===== src/rtl/shot_arbiter_if.sv =====
// shot_arbiter_if: event, grant handshake and status bundle between oneshot sources, arbiter and consumer
interface shot_arbiter_if #(parameter int N = 4, parameter int IDW = 2);
  logic [N-1:0] shot_in;
  logic out_valid;
  logic [IDW-1:0] out_id;
  logic out_ready;
  logic [N-1:0] pending;
  logic [N-1:0] drop;
  logic drop_clr;
  modport master(output shot_in, out_ready, drop_clr, input out_valid, out_id, pending, drop);
  modport slave(input shot_in, out_ready, drop_clr, output out_valid, out_id, pending, drop);
endinterface


===== src/rtl/shot_arbiter.sv =====
// shot_arbiter: latches oneshot pulses as pending requests and grants them round-robin over valid/ready
module shot_arbiter #(
  parameter int N = 4,
  parameter int IDW = 2
) (
  input logic clk,
  input logic rst,
  shot_arbiter_if.slave bus
);
  typedef enum logic {IDLE, OFFER} state_t;
  state_t state, state_n;
  logic [IDW-1:0] ptr, ptr_n, id_n, sel;
  logic [N-1:0] acc, pend_n, drop_n;
  logic accept;
  assign accept = bus.out_valid & bus.out_ready;
  assign acc = accept ? N'(1) << bus.out_id : '0;
  assign pend_n = bus.shot_in | (bus.pending & ~acc);
  assign drop_n = (bus.drop & {N{~bus.drop_clr}}) | (bus.shot_in & bus.pending & ~acc);
  assign bus.out_valid = state == OFFER;
  // scan from the farthest candidate down so the one nearest ptr is written last
  always_comb begin
    sel = '0;
    for (int k = N - 1; k >= 0; k--) begin
      if (bus.pending[(int'(ptr) + k) % N]) sel = IDW'((int'(ptr) + k) % N);
    end
  end
  always_comb begin
    state_n = state;
    id_n = bus.out_id;
    ptr_n = ptr;
    if (state == IDLE && |bus.pending) begin
      state_n = OFFER;
      id_n = sel;
    end
    if (state == OFFER && bus.out_ready) begin
      state_n = IDLE;
      ptr_n = (bus.out_id == IDW'(N - 1)) ? '0 : bus.out_id + 1'b1;
    end
  end
  always_ff @(posedge clk) begin
    if (rst) begin
      state <= IDLE;
      ptr <= '0;
      bus.out_id <= '0;
      bus.pending <= '0;
      bus.drop <= '0;
    end else begin
      state <= state_n;
      ptr <= ptr_n;
      bus.out_id <= id_n;
      bus.pending <= pend_n;
      bus.drop <= drop_n;
    end
  end
endmodule


===== src/flat_wrapper.sv =====
// flat-port wrapper written by rule: the top's interface ports become plain ports
module shot_arbiter_flat 
#(
  parameter int N = 4,
  parameter int IDW = 2
)
  (clk, rst, bus_shot_in, bus_out_ready, bus_drop_clr, bus_out_valid, bus_out_id, bus_pending, bus_drop);
  shot_arbiter_if #(.N(N), .IDW(IDW)) bus_i ();
  input logic clk;
  input logic rst;
  input wire logic [$bits(bus_i.shot_in)-1:0] bus_shot_in;
  input wire logic [$bits(bus_i.out_ready)-1:0] bus_out_ready;
  input wire logic [$bits(bus_i.drop_clr)-1:0] bus_drop_clr;
  output wire logic [$bits(bus_i.out_valid)-1:0] bus_out_valid;
  output wire logic [$bits(bus_i.out_id)-1:0] bus_out_id;
  output wire logic [$bits(bus_i.pending)-1:0] bus_pending;
  output wire logic [$bits(bus_i.drop)-1:0] bus_drop;
  assign bus_i.shot_in = bus_shot_in;
  assign bus_i.out_ready = bus_out_ready;
  assign bus_i.drop_clr = bus_drop_clr;
  assign bus_out_valid = bus_i.out_valid;
  assign bus_out_id = bus_i.out_id;
  assign bus_pending = bus_i.pending;
  assign bus_drop = bus_i.drop;
  shot_arbiter #(.N(N), .IDW(IDW)) u_core (.clk(clk), .rst(rst), .bus(bus_i));
endmodule

===== config.mk =====
export PLATFORM = sky130hd
export DESIGN_NAME = shot_arbiter_flat
export DESIGN_NICKNAME = d
export VERILOG_FILES = /design/src/rtl/shot_arbiter_if.sv /design/src/rtl/shot_arbiter.sv /design/src/flat_wrapper.sv
export SDC_FILE = /design/constraint.sdc
export NUM_CORES = 1
export LEC_CHECK = 0
export ABC_AREA = 1
export CAP_MARGIN = 20
export CORE_MARGIN = 2
export CORE_UTILIZATION = 40
export DETAILED_ROUTE_END_ITERATION = 8
export PLACE_DENSITY = 0.67
export RECOVER_POWER = 25
export SLEW_MARGIN = 10
export SYNTH_ARGS = -nofsm -noshare
export SYNTH_HDL_FRONTEND = slang
export SYNTH_SLANG_ARGS = --single-unit

===== constraint.sdc =====
create_clock -name clk -period 1.5 [get_ports clk]
set_clock_uncertainty 0.15 [all_clocks]
set_input_delay 0.375 -clock clk [delete_from_list [all_inputs] [get_ports clk]]
set_output_delay 0.375 -clock clk [all_outputs]
set_load 0.05 [all_outputs]

==> impl_results.md, run 1 <==
* Core Util, Final at around two thirds
* Fmax at roughly 700 MHz
* Ys async rst share at 0%
* Final WS setup at around 71 ps
* WP data arrival at 900 ps
* Critical Path Source Type: register
* Kind of cell adding the most delay to the critical path: flip-flops
* Site row count at 15
* Synth Warn # at 0
* RD Place Congestion at 0.810
* Total power at ~1.1 mW
* Largest net degree at the start of global routing at 11
* Synth Flop Type: dfxtp_1
* Max-slew violations at 0
* Most frequent cell after synthesis: nand2_1
* First-pass GRT wire length at about 3000 µm
* Synthesized netlist cell count at roughly 120
* Max-Cap Viols at 0
* Status: finished clean
* Cell breakdown of the critical path: buf_12
* Hold Vio Cnt, Final at 0
* CTS tree: yes
* Die area at 2300 µm²
* H-tree Lvls at 1
* Top cells by area, synth: dfxtp_1 (34%), nand2_1 (14%), inv_1 (8.3%)
* Finish-stage setup viols at 0
* Clk buf depth at 2
* Die Ht at about 48 µm
* Synth Area per Inst at around 6.7 µm²
* Mapped Nets at 127
* Vias in the first global route at 710
* Setup WS pre-CTS at -135 ps
* Worst slew pin tran at about 230 ps
* CTS Sinks at 13
* Worst rel slew slack at 84.3%
* Die X at about 48 µm
* CP max FO at 4
* Number of synthesized flops with an enable pin at 0
* Via count at around 780
* Worst path bufs/invs at 1
* Starting density of the core at roughly 44%
* Nets at about 150
* Number of fill cells in the layout at approximately 170
* Avg WL per Cell at between 10 and 15 µm
* Final Cycle Share at 95.3%
* Io pins at 19
* Seq cells post-synth at 13
* Root buffer cell: clkbuf_4
* PostCTS Resize Cnt at 0
* Core outline area at approximately 1800 µm²
* Area grow syn2layout at 48.7%
* Slowest-stage cell, CP: dfxtp_1
* CP Class: reg2out
* Worst-Skew Late Latency at around 280 ps
* Placed insts at 160
* First-pass detailed-route iteration total at 4
* Hold slack at between 300 and 400 ps
* Post-CTS setup buffers at 0
* Peak supply drop at around 0.00075 V
* Seq/Total Area, Yosys at between 30 and 40%
* Layout cell share with drive strength beyond 1 at ~29%
* Worst EP required at 970 ps
* WHS Path Cells at 2
* Synthesized cell area at between 700 and 800 µm²
* CTS Buf Count at 3
* P_leak at approximately 0.54 nW
* Pwr dens at approximately 970 nW/µm²
* WP depth at 1
* Initial DRC count at 7
* Synth cell count leaders: nand2_1 (28), inv_1 (17), dfxtp_1 (13), nand3_1 (12), nand2_2 (9)
* Gr ovfl total at 0
* Worst r2r path cells at 10
* Post-DRT Antenna Nets at 0
* RSZ-0062 raised after global routing: false
* Crit-path max cell delay at about 450 ps
* Number of port buffers at 18
* Crit. End Element: primary output
* Final WL at between 1500 and 2000 µm
* Yosys top cell area share at between 30% and 40%
* Post-Layout Cell Count at 165
* Clock slew at reported path FFs at ~80 ps
* Largest area contributor in the netlist: dfxtp_1
* Crit path time final at 1430 ps
* Routed vias/inst at about 4.7
* Post-DP HPWL at between 1000 and 1500 µm
* Worst Hold Class: reg2reg
* # hold bufs at CTS at 0
* Distinct cells, synth at 20
* Residual DRC at 0
* Antenna fix cells at 0
* Antenna violations before repair at 0
* All-Layer GR Usage at roughly a fifth
[cell usage in the layout (no fill, tap or decap), drive strengths merged]
cell type / instances
dlygate4sd3: 1
o211ai: 1
nand2: 37
a2bb2oi: 1
nand3: 13
a31oi: 1
ha: 4
clkbuf: 6
o21ai: 5
nor2: 8
inv: 20
a211oi: 1
clkdlybuf4s50: 6
a21oi: 9
dfxtp: 13
buf: 14
[report_power, final]
part | total [mW] | leakage [nW] | switching [mW] | internal (mW)
Combinational | 0.459 | 0.417 | 0.254 | 0.204
Sequential | 0.437 | 0.110 | 0.0536 | 0.383
Clock | 0.222 | 0.0150 | 0.118 | 0.103
[routing by layer]
metal | vias up | global-route usage [%] | wire length, µm
li1 | 418 | - | -
met1 | 339 | 23.1 | 805
met2 | 13 | 30.4 | 860
met3 | 5 | 4.91 | 76
met4 | 0 | 9.73 | 36
met5 | - | 0 | 0
[sequential cells by signal (all words and copies together) (netlist names)]
| signal | cells |
|---|---|
| u_core.bus.pending | 4 |
| u_core.bus.out_id | 2 |
| u_core.ptr | 2 |
| u_core.bus.drop | 4 |
| u_core.bus.out_valid | 1 |
[layout make-up]
class / count / area [µm²] / area share, %
multi-input cells: 80 / 418 / 36.3
clock buffers: 4 / 26.3 / 2.29
flip-flops and latches: 13 / 270 / 23.5
inverters: 20 / 82.6 / 7.18
repair buffers: 23 / 322 / 28.0
well taps: 25 / 31.3 / 2.72
[final timing paths]
kind | start | end | slack (ps)
min | u_core.bus.drop[1]$_SDFF_PP0_ | u_core.bus.drop[1]$_SDFF_PP0_ | 360
max reg2reg | u_core.ptr[0]$_SDFFE_PP0P_ | u_core.bus.out_id[0]$_SDFFE_PP0P_ | 160
min reg2reg | u_core.bus.drop[1]$_SDFF_PP0_ | u_core.bus.drop[1]$_SDFF_PP0_ | 360
max | u_core.bus.pending[0]$_SDFF_PP0_ | bus_pending[0] | 70
[metrics by stage]
stage	TNS, ps	instance area [µm²]
CTS	0	1140
floorplan	0	781
global route	0	1150
detailed placement	-491	1120
global placement	-392	1120
finish	0	1150
[logic make-up (layout without fill, tap and decap cells)]
logic type,after synthesis,count (layout),synth area share [%]
AND/OR/NAND/NOR,58,58,33.8
adder cells (fa/ha/maj),4,4,6.47
flip-flops,13,13,33.7
buffers and inverters,22,47,12.6
AO/OA/AOI/OAI,18,18,13.4
Note: power is estimated with default switching activity, not from simulation.
==> run 2: changes to the inputs <==
Settings changed: ABC_CLOCK_PERIOD_IN_PS set to 1500.
==> results of run 2 <==
The final DEF is identical to that of run 1; final timing and power are the same.
